`src/rtl/booth_dotp_pkg.sv`:
```
// booth_dotp_pkg: shared FSM encoding and parameter sanity helper for the Booth dot-product sequencer
package booth_dotp_pkg;

    typedef enum logic [2:0] {IDLE, ISSUE, WAIT_LO, WAIT_HI, OUT} state_t;

    function automatic bit acc_len_ok(int bit_len, int acc_len);
        return acc_len >= 2 * bit_len;
    endfunction

endpackage

```
`src/rtl/booth_dot_product_seq_if.sv`:
```
// booth_dot_product_seq_if: operand-pair input stream and dot-product result stream
interface booth_dot_product_seq_if #(
    parameter int BIT_LEN = 4,
    parameter int ACC_LEN = 12,
    parameter int CNT_LEN = 4
);
    logic               s_valid;
    logic               s_ready;
    logic [BIT_LEN-1:0] s_a;
    logic [BIT_LEN-1:0] s_b;
    logic               s_last;
    logic               m_valid;
    logic               m_ready;
    logic [ACC_LEN-1:0] m_acc;
    logic [CNT_LEN-1:0] m_count;
    logic               m_ovf;

    modport slave (
        input  s_valid, s_a, s_b, s_last, m_ready,
        output s_ready, m_valid, m_acc, m_count, m_ovf
    );

    modport master (
        output s_valid, s_a, s_b, s_last, m_ready,
        input  s_ready, m_valid, m_acc, m_count, m_ovf
    );
endinterface

```
`src/rtl/booth_dotp_acc.sv`:
```
// booth_dotp_acc: sign-extending product accumulator; DOTP_SAT_EN selects saturating add with sticky overflow
module booth_dotp_acc #(
    parameter int BIT_LEN = 4,
    parameter int ACC_LEN = 12
) (
    input  logic                 clk,
    input  logic                 rstn,
    input  logic                 clr_i,
    input  logic                 en_i,
    input  logic [2*BIT_LEN-1:0] prod_i,
    output logic [ACC_LEN-1:0]   acc_o,
    output logic                 ovf_o
);
    logic [ACC_LEN-1:0] ext;
    logic [ACC_LEN-1:0] acc_q;
    logic [ACC_LEN-1:0] acc_d;

    assign ext   = ACC_LEN'($signed(prod_i));
    assign acc_o = acc_q;

`ifdef DOTP_SAT_EN
    logic [ACC_LEN:0] sum;
    logic             of;
    logic             ovf_q;

    // one guard bit: the two top sum bits disagree exactly when the signed result left the range
    assign sum   = {acc_q[ACC_LEN-1], acc_q} + {ext[ACC_LEN-1], ext};
    assign of    = sum[ACC_LEN] ^ sum[ACC_LEN-1];
    assign acc_d = of ? {sum[ACC_LEN], {(ACC_LEN-1){~sum[ACC_LEN]}}} : sum[ACC_LEN-1:0];
    assign ovf_o = ovf_q;

    // sticky overflow flag, cleared together with the accumulator
    always_ff @(posedge clk or negedge rstn)
        if (!rstn)
            ovf_q <= 1'b0;
        else
            ovf_q <= clr_i ? 1'b0 : (en_i ? (ovf_q | of) : ovf_q);
`else
    assign acc_d = acc_q + ext;
    assign ovf_o = 1'b0;
`endif

    // running sum: cleared at result handshake, updated on each captured product
    always_ff @(posedge clk or negedge rstn)
        if (!rstn)
            acc_q <= '0;
        else
            acc_q <= clr_i ? '0 : (en_i ? acc_d : acc_q);
endmodule

```
`src/rtl/booth_dot_product_seq.sv`:
```
// booth_dot_product_seq: feeds operand pairs to an external sequential Booth multiplier and accumulates a dot product; DOTP_SAT_EN enables saturation
module booth_dot_product_seq
    import booth_dotp_pkg::*;
#(
    parameter int BIT_LEN = 4,
    parameter int ACC_LEN = 12,
    parameter int CNT_LEN = 4
) (
    input  logic                  clk,
    input  logic                  rstn,
    booth_dot_product_seq_if.slave bus,
    output logic [BIT_LEN-1:0]    mul_in1,
    output logic [BIT_LEN-1:0]    mul_in2,
    output logic                  mul_start,
    input  logic [2*BIT_LEN-1:0]  mul_out,
    input  logic                  mul_out_r
);
    localparam bit ACC_OK = acc_len_ok(BIT_LEN, ACC_LEN);

    generate
        if (!ACC_OK) begin : g_acc_len_too_small
            $error("ACC_LEN must be at least 2*BIT_LEN");
        end
    endgenerate

    state_t             state_q;
    logic [BIT_LEN-1:0] a_q;
    logic [BIT_LEN-1:0] b_q;
    logic               last_q;
    logic               start_q;
    logic [CNT_LEN-1:0] cnt_q;
    logic               m_valid_q;
    logic               acc_en;
    logic               acc_clr;

    assign mul_in1     = a_q;
    assign mul_in2     = b_q;
    assign mul_start   = start_q;
    assign bus.s_ready = state_q == IDLE;
    assign bus.m_valid = m_valid_q;
    assign bus.m_count = cnt_q;
    assign acc_en      = state_q == WAIT_HI && mul_out_r;
    assign acc_clr     = state_q == OUT && bus.m_ready;

    // sequencer: accept pair, pulse start, wait for ready low then high, hold result until taken
    always_ff @(posedge clk or negedge rstn)
        if (!rstn) begin
            state_q   <= IDLE;
            a_q       <= '0;
            b_q       <= '0;
            last_q    <= 1'b0;
            start_q   <= 1'b0;
            cnt_q     <= '0;
            m_valid_q <= 1'b0;
        end else begin
            start_q <= 1'b0;
            case (state_q)
                IDLE:
                    if (bus.s_valid) begin
                        a_q     <= bus.s_a;
                        b_q     <= bus.s_b;
                        last_q  <= bus.s_last;
                        start_q <= 1'b1;
                        state_q <= ISSUE;
                    end
                ISSUE:
                    state_q <= WAIT_LO;
                WAIT_LO:
                    if (!mul_out_r)
                        state_q <= WAIT_HI;
                WAIT_HI:
                    if (mul_out_r) begin
                        cnt_q     <= &cnt_q ? cnt_q : cnt_q + CNT_LEN'(1);
                        m_valid_q <= last_q;
                        state_q   <= last_q ? OUT : IDLE;
                    end
                OUT:
                    if (bus.m_ready) begin
                        cnt_q     <= '0;
                        m_valid_q <= 1'b0;
                        state_q   <= IDLE;
                    end
                default:
                    state_q <= IDLE;
            endcase
        end

    booth_dotp_acc #(.BIT_LEN(BIT_LEN), .ACC_LEN(ACC_LEN)) u_acc (
        .clk    (clk),
        .rstn   (rstn),
        .clr_i  (acc_clr),
        .en_i   (acc_en),
        .prod_i (mul_out),
        .acc_o  (bus.m_acc),
        .ovf_o  (bus.m_ovf)
    );
endmodule
```
`src/flat_wrapper.sv`:
```
// flat-port wrapper written by rule: the top's interface ports become plain ports
module booth_dot_product_seq_flat import booth_dotp_pkg::*;
#(
    parameter int BIT_LEN = 4,
    parameter int ACC_LEN = 12,
    parameter int CNT_LEN = 4
)
  (clk, rstn, mul_in1, mul_in2, mul_start, mul_out, mul_out_r, bus_s_valid, bus_s_a, bus_s_b, bus_s_last, bus_m_ready, bus_s_ready, bus_m_valid, bus_m_acc, bus_m_count, bus_m_ovf);
  booth_dot_product_seq_if #(.BIT_LEN(BIT_LEN), .ACC_LEN(ACC_LEN), .CNT_LEN(CNT_LEN)) bus_i ();
  input  logic clk;
  input  logic rstn;
  output logic [BIT_LEN-1:0] mul_in1;
  output logic [BIT_LEN-1:0] mul_in2;
  output logic mul_start;
  input  logic [2*BIT_LEN-1:0] mul_out;
  input  logic mul_out_r;
  input wire logic [$bits(bus_i.s_valid)-1:0] bus_s_valid;
  input wire logic [$bits(bus_i.s_a)-1:0] bus_s_a;
  input wire logic [$bits(bus_i.s_b)-1:0] bus_s_b;
  input wire logic [$bits(bus_i.s_last)-1:0] bus_s_last;
  input wire logic [$bits(bus_i.m_ready)-1:0] bus_m_ready;
  output wire logic [$bits(bus_i.s_ready)-1:0] bus_s_ready;
  output wire logic [$bits(bus_i.m_valid)-1:0] bus_m_valid;
  output wire logic [$bits(bus_i.m_acc)-1:0] bus_m_acc;
  output wire logic [$bits(bus_i.m_count)-1:0] bus_m_count;
  output wire logic [$bits(bus_i.m_ovf)-1:0] bus_m_ovf;
  assign bus_i.s_valid = bus_s_valid;
  assign bus_i.s_a = bus_s_a;
  assign bus_i.s_b = bus_s_b;
  assign bus_i.s_last = bus_s_last;
  assign bus_i.m_ready = bus_m_ready;
  assign bus_s_ready = bus_i.s_ready;
  assign bus_m_valid = bus_i.m_valid;
  assign bus_m_acc = bus_i.m_acc;
  assign bus_m_count = bus_i.m_count;
  assign bus_m_ovf = bus_i.m_ovf;
  booth_dot_product_seq #(.BIT_LEN(BIT_LEN), .ACC_LEN(ACC_LEN), .CNT_LEN(CNT_LEN)) u_core (.clk(clk), .rstn(rstn), .bus(bus_i), .mul_in1(mul_in1), .mul_in2(mul_in2), .mul_start(mul_start), .mul_out(mul_out), .mul_out_r(mul_out_r));
endmodule
```
`config.mk`:
```
export PLATFORM = sky130hd
export DESIGN_NAME = booth_dot_product_seq_flat
export DESIGN_NICKNAME = d
export VERILOG_FILES = /design/src/rtl/booth_dotp_pkg.sv /design/src/rtl/booth_dot_product_seq_if.sv /design/src/rtl/booth_dotp_acc.sv /design/src/rtl/booth_dot_product_seq.sv /design/src/flat_wrapper.sv
export SDC_FILE = /design/constraint.sdc
export NUM_CORES = 1
export LEC_CHECK = 0
export ABC_AREA = 1
export CORE_ASPECT_RATIO = 0.6
export CORE_UTILIZATION = 40
export DETAILED_ROUTE_END_ITERATION = 10
export DONT_BUFFER_PORTS = 1
export SLEW_MARGIN = 15
export SYNTH_ARGS = -nofsm -noshare
export SYNTH_HDL_FRONTEND = slang
export SYNTH_HIERARCHICAL = 1
export SYNTH_SLANG_ARGS = --single-unit
```
`constraint.sdc`:
```
create_clock -name clk -period 5.1 [get_ports clk]
set_input_delay 1.02 -clock clk [delete_from_list [all_inputs] [get_ports clk]]
set_output_delay 1.02 -clock clk [all_outputs]
set_load 0.1 [all_outputs]
```
# After elaboration in Yosys (flattened, before gate mapping)
# Index checks and enable logic that the tools add are counted.
[word_totals]
reg_bits = 30
input_bits = 22
output_inout_bits = 28
elab_cells = 46
[classes]
addsub = 2
n_eq_ne = 9
mux = 17
n_reduce_logical = 10
[op_table]
columns = ["operator", "count"]
rows = [
  ["$mux 12", 2],
  ["$mux 3", 5],
  ["$pmux 3 s5", 1],
  ["$add 12x12->12", 1],
  ["$mux 4", 3],
  ["$reduce_and 4->1", 3],
  ["$ne 2x2->1 const B", 5],
  ["$pmux 4 s2", 1],
  ["$eq 3x2->1 const B", 2],
  ["$add 4x1->4 const B", 1],
  ["$mux 1", 4],
  ["$reduce_bool 2->1", 2],
  ["$eq 3x1->1 const B", 1],
  ["$eq 3x3->1 const B", 1],
  ["$logic_not 3->1", 1],
  ["$reduce_and 3->1", 1],
  ["$logic_and 1x1->1", 2],
  ["$pmux 1 s2", 1],
  ["$reduce_and 2->1", 1],
]

# Depth between registers and ports, before layout
# Gate-level depths: netlist (run 1).
[logic_depth]
ltp_word = 4
ltp_mapped = 11
depth_no_buf = 11

# Cells and area by module
# Netlist (run 1), hierarchy kept.
[modules_own_cells]
columns = ["module", "n_inst", "cells_per_inst", "area_per_inst_um2", "seq_area_each_um2"]
rows = [
  ["booth_dotp_acc", 1, 165, 1094.8, 300.3],
  ["booth_dot_product_seq", 1, 112, 897.1, 450.4],
]

# Least setup slack after synthesis (run 1)
# No wires, ideal clock.
[synth_timing]
kind = "input to register"
start = "input port mul_out[0]"
end = "register u_core.u_acc.acc_q[8] (netlist: u_core/u_acc/acc_o[8])"
setup_time_ps = 123
arrival_ps = 2189
required_ps = 4977
path_slack_ps = 2788
stages = 10
path_buffers = 0
cell_sequence = "ha_1 > fa_1 > inv_1 > nor2_2 > nor2_2 > inv_2 > nand2_1 > nand2_1 > nor2_1 > o21ai_2"
[synth_via]
elab_chain_len = 3
[synth_rtl]
columns = ["element", "line", "text"]
rows = [
  ["start: declaration", "flat_wrapper.sv:15", "input logic [2*BIT_LEN-1:0] mul_out;"],
  ["$add 12x12->12", "booth_dotp_acc.sv:39", "assign acc_d = acc_q + ext;"],
  ["$mux 12 (2 in a row)", "booth_dotp_acc.sv:48", "acc_q <= clr_i ? '0 : (en_i ? acc_d : acc_q);"],
  ["end signal: assignment", "booth_dotp_acc.sv:48", ""],
  ["end: declaration", "booth_dotp_acc.sv:15", "logic [ACC_LEN-1:0] acc_q;"],
]
# Every way passes these cells. The select of a mux whose other input is x is not followed.
# A chain may end at the register's enable or synchronous reset.

# Worst setup path in the final report (run 1)
[layout_timing]
start = "register u_core.state_q[1]"
end = "output port bus_s_ready"
[layout_via]
elab_chain_len = 1
[layout_rtl]
columns = ["element", "line", "text"]
rows = [
  ["start: declaration", "booth_dot_product_seq.sv:26", "state_t state_q;"],
  ["start signal: assignment", "booth_dot_product_seq.sv:75", "state_q <= last_q ? OUT : IDLE;"],
  ["$logic_not 3->1", "booth_dot_product_seq.sv:39", "assign bus.s_ready = state_q == IDLE;"],
  ["end: declaration", "flat_wrapper.sv:22", "output wire logic [$bits(bus_i.s_ready)-1:0] bus_s_ready;"],
]
# Every way passes these cells.

==> results.yml, run 1 <==
outcome:
  status: "completed"
synthesis:
  yosysWarningCount: 6
  yosysUniqueCellTypes: 31
  synth_xor_area_frac: 0.00879
  yosysMostFrequentCell: "nand2_1"
  yosysTopAreaCell: "dfrtp_1"
  synthesis.area_mm2: 0.00199
  synth_top_family_by_area: "simple AND/OR/NAND/NOR gates"
  synth_adder_area_share: 0.0854
  synth_seq_cells: 30
  synth_ff_type: "dfrtp_1"
  syn_nets: 312
  yosys.area.top_type_share: 0.377
  yosys.area_share.simple: 0.385
  seq_area_frac_synth: 0.377
  synth_compound_area_frac: 0.0685
  syn-instance-count: 277
  synthMuxAreaShare: 0
  synth-async-reset-ratio: 1.00
  yosys-top-cells-count: "nand2_1, dfrtp_1, inv_1"
  synth_edf_count: 0
  synth.top_cells.by_area: "dfrtp_1, nand2_1, ha_1, inv_1, nand3_1"
  avgSynthCellArea_um2: 7.19
timing:
  slew_viol_final: 0
  max_freq_mhz: 393
  tightest_slew_ns: 0.998
  finalSetupTns_ns: 0
  grt_setup_unrepaired: "false"
  hold_viol: 0
  setup_viol: 0
  fin_ws_ns: 2.55
  finalClockSkew_ns: 0.00912
  post-route-period-util: 0.499
  hold_slack_ns: 0.431
  maxSlewHeadroom: 0.335
  post-route-min-period_ns: 2.55
route:
  wl_um: 4440
  vias_per_cell: 4.91
  routedWlPerCell_um: 12.9
  ant_nets: 0
  dr.pass1.iters: 5
  vias: 1694
  drc: 0
  drtIter0Drc: 148
critical_path:
  worstPathArrival_ns: 1.53
  startpoint_type: "register"
  reg2reg_depth: 11
  endpoint: "bus_s_ready"
  crit_start: "u_core/state_q[1]"
  cp_max_fo: 5
  rrSetupSlack_ns: 2.70
  worst-setup-path-type: "register to primary output"
  reg2reg_to: "u_core/u_acc/acc_o[8]"
  regToRegStartpoint: "u_core/u_acc/acc_o[0]"
  endpoint_kind: "primary output"
  required_ns: 4.08
floorplanning:
  die_y_um: 56.7
  io_pins: 50
  die-area_mm2: 0.00528
  dieWidth_um: 93.1
  initial_core_util: 0.425
  num_rows: 19
  coreArea_mm2: 0.00468
clock_network:
  clk_pin_slew_ns: 0.08
  cts.path.max_buffers: 2
  htreeDepth: 2
  post_cts_buffers: 0
  cts_inserted_buffers: 5
  cts.sinks: 30
  insertion_delay_ns: 0.28
  ctsHoldBuffers: 0
  root_buffer: "clkbuf_8"
  cts_tree: "yes"
  cts_resized: 0
final_layout:
  drive_above_1_share: 0.113
  n_antenna_cell: 0
  area_delta_synth_final_pct: 7.73
  nets: 316
place:
  port_buffers: 0
  pre_cts_slack_ns: 2.63
  place.gp.congestion: 0.842
  dp_hpwl_um: 3360
grt:
  grt_remaining_overflow: 0
  grt_pass1_wl_um: 7310
  grt_pass1_vias: 1492
  grt_usage: 0.185
  antenna_found_initial: 0
  grt_max_degree: 31
flow_run:
  drv_cap: 0
hold_path:
  min_path_type: "input pin to asynchronous set/reset pin"
==> state kept, by name, summed over array words and instances (netlist names) <==
name / cells
u_core/bus.m_valid: 1
u_core/mul_start: 1
u_core/mul_in2: 4
u_core/last_q: 1
u_core/mul_in1: 4
u_core/u_acc/acc_o: 12
u_core/state_q: 3
u_core/bus.m_count: 4
==> kinds of logic (layout without fill, tap and decap cells) <==
group                    Yosys count  after routing
AO/OA/AOI/OAI                     20             20
XOR/XNOR                           2              2
adder cells (fa/ha/maj)           13             13
buffers and inverters             36             41
flip-flops                        30             30
other                              1              1
AND/OR/NAND/NOR                  175            175
==> critical path, cell delays in order, from the launching register on <==
cell and delay, ns:
dfrtp_1 0.46, nor2_4 0.20, inv_2 0.07, nor2_4 0.52
==> worst min-delay path by stage <==
stage	startpoint	end	slack [ns]
after CTS	rstn	u_core/u_acc/acc_o[10]	0.42
final	rstn	u_core/mul_in1[0]	0.43
after detailed placement	u_core/last_q	u_core/last_q	0.49
after floorplan	u_core/last_q	u_core/last_q	0.45
after global placement	u_core/last_q	u_core/last_q	0.48
after global routing	rstn	u_core/u_acc/acc_o[10]	0.41
==> layer usage <==
metal  wire length, um  track usage
met5                 0            0
met4                15       0.0396
met3               411       0.0650
met2              1560        0.228
met1              2450        0.296
==> metrics by stage <==
| stage | util | instances | cell area [um2] |
|---|---|---|---|
| detailed placement | 0.438 | 337 | 2050 |
| CTS | 0.458 | 345 | 2150 |
| global placement | 0.438 | 337 | 2050 |
| global route | 0.458 | 345 | 2150 |
| floorplan | - | 277 | 1990 |
| finish | 0.458 | 345 | 2150 |
==> layout make-up <==
type                    instances  area (um2)
clock inverters                 2        12.5
clock buffers                   6        82.6
inverters                      33         126
flip-flops and latches         30         751
fillers                       465        2540
multi-input cells             211        1090
well taps                      63        78.8
==> placed cells by master, fill, tap and decap left out <==
master / synthesis / final
ha_1: 12 / 12
nand3b_1: 1 / 1
nor2_2: 2 / 2
o21ai_1: 7 / 7
o21ai_4: 1 / 1
xnor2_1: 2 / 2
inv_4: 1 / 1
conb_1: 1 / 1
nor2_1: 24 / 24
o21ai_0: 1 / 1
nor2_4: 3 / 3
nand4_1: 4 / 4
dfrtp_1: 30 / 30
o21ai_2: 1 / 1
nand2_1: 111 / 111
a32o_1: 1 / 1
nand2_2: 7 / 7
or2_2: 1 / 1
a22o_1: 2 / 2
a21oi_2: 1 / 1
clkbuf_8: 0 / 6
nand3_2: 3 / 3
a21o_1: 1 / 1
nand2_4: 1 / 1
a21oi_1: 4 / 4
fa_1: 1 / 1
clkinvlp_4: 0 / 1
o21bai_1: 1 / 1
inv_1: 29 / 29
inv_2: 3 / 3
nand3_1: 18 / 18
clkinv_2: 0 / 1
Power of run 1 is not shown: default switching activity piles up to over one toggle a cycle in this logic, so the estimate is an artifact.
==> run 2: changes to the inputs <==
==> constraint.sdc (replaced) <==
create_clock -name clk -period 2.2 [get_ports clk]
set_input_delay 0.44 -clock clk [delete_from_list [all_inputs] [get_ports clk]]
set_output_delay 0.44 -clock clk [all_outputs]
set_load 0.1 [all_outputs]
==> run 2 against run 1 <==
  * Register-to-register slack worse by 2.3 ns
  * Final cell count up 8.7%
  * Die area unchanged
  * Non-clock buffer count up 30
  * Flip-flop and latch count unchanged
  * Worst setup slack worse by 2.2 ns
  * Highest routed layer unchanged
  * Critical path type is now register to register
  * Sequential share of layout area down 4.1 points
  * First-iteration DRC count down 47%
==> results.yml, run 2 (synthesis results as in run 1) <==
outcome:
  status: "completed"
floorplanning:
  io_pins: 50
  die-area_mm2: 0.00528
  dieWidth_um: 93.1
  coreArea_mm2: 0.00468
  num_rows: 19
  die_y_um: 56.7
  initial_core_util: 0.425
critical_path:
  crit_chain: "ha_1 -> fa_1 -> inv_1 -> nor2_2 -> nor2_2 -> inv_2 -> nand2_1 -> nand2_1 -> nor2_1 -> o21ai_2"
  required_ns: 2.38
  crit_buf_inv: 2
  endpoint_kind: "register"
  worst-setup-path-type: "register to register"
  cp_max_fo: 4
  slowest_delay_ns: 0.46
  startpoint_type: "register"
  slowest_stage: "fa_1"
  critical-path-top-delay-family: "adder cells"
  worstPathArrival_ns: 2.03
  rrSetupSlack_ns: 0.35
timing:
  slew_viol_final: 0
  finalSetupTns_ns: 0
  fin_ws_ns: 0.352
  grt_setup_unrepaired: "false"
  post-route-period-util: 0.840
  post-route-min-period_ns: 1.85
  tightest_slew_ns: 0.914
  setup_viol: 0
  finalClockSkew_ns: 0.0108
  maxSlewHeadroom: 0.388
  max_freq_mhz: 541
  hold_viol: 0
grt:
  grt_max_degree: 31
  grt_pass1_vias: 1659
  grt_remaining_overflow: 0
  grt_usage: 0.203
  antenna_found_initial: 0
  grt_pass1_wl_um: 8090
clock_network:
  clk_pin_slew_ns: 0.08
  cts_tree: "yes"
  cts_inserted_buffers: 5
  cts_resized: 0
  insertion_delay_ns: 0.29
  cts.sinks: 30
  post_cts_buffers: 0
  cts.path.max_buffers: 2
  htreeDepth: 2
  root_buffer: "clkbuf_8"
place:
  dpl-instance-area_mm2: 0.00226
  dp_hpwl_um: 3660
  port_buffers: 0
  pre_cts_slack_ns: 0.330
  place.gp.congestion: 0.877
final_layout:
  regArea_um2: 752
  design_area_mm2: 0.00243
  final_common_cell: "nand2_1"
  largest_reg_flops: 12
  multiInputGateArea_mm2: 0.00109
  fillers: 460
  nets: 346
  final_cell_mix: "nand2_1, inv_1, dfrtp_1, buf_4, nor2_1"
  area_delta_synth_final_pct: 22.2
  drive_above_1_share: 0.199
  n_antenna_cell: 0
hold_path:
  min_path_type: "input pin to register"
route:
  wl_um: 4790
  drc: 0
  vias_per_cell: 4.80
  vias: 1801
  wl_met1_um: 2540
  drtIter0Drc: 78
  dr_wl_met3_um: 516
  wl_met2_um: 1700
  routed.top_layer: "met4"
  ant_nets: 0
  routedWlPerCell_um: 12.8
  dr.pass1.iters: 4
flow_run:
  drv_cap: 0
run 2: worst paths after layout:
check	from	end	depth (start not counted)
setup reg to reg	u_core/u_acc/acc_o[0]	u_core/u_acc/acc_o[8]	10
hold / removal	bus_s_b[0]	u_core/mul_in2[0]	2
hold reg to reg	u_core/last_q	u_core/last_q	2
min in group asynchronous	rstn	u_core/u_acc/acc_o[11]	2
max in group asynchronous	rstn	u_core/mul_in2[3]	2
setup / recovery	u_core/u_acc/acc_o[0]	u_core/u_acc/acc_o[8]	10
run 2: final cells by class:
type	count	share of cell area
inverter	33	0.0519
sequential	30	0.309
tap	63	0.0324
clock inverter	2	0.0247
timing repair buffer	30	0.0987
multi-input combinational	211	0.450
clock buffer	6	0.0339
run 2: worst reg2reg max path, cell delays in order (launching register included):
cell,delay (ns)
dfrtp_2,0.41
ha_1,0.23
fa_1,0.46
inv_1,0.10
nor2_2,0.04
nor2_2,0.14
inv_2,0.05
nand2_1,0.05
nand2_1,0.06
nor2_1,0.12
o21ai_2,0.07
run 2: repair_timing:
action | 4_1_cts | 5_1_grt
endpoints found under the hold margin | 30 | 0
hold buffers | 2 | 0
setup endpoints to repair | 0 | 0
run 2: metrics by stage:
step,hold WS [ns],std cells,utilization
detailed placement,0.145,365,0.483
global placement,0.145,365,0.483
finish,0.263,375,0.520
floorplan,0.144,277,-
global route,0.258,375,0.520
CTS,0.258,375,0.520
run 2: per-layer routing:
metal	track usage	vias to the layer above
met1	0.322	802
met4	0.0527	0
met3	0.0718	5
li1	-	936
met2	0.251	58
met5	0	-
Power of run 2 is left out for the same reason.
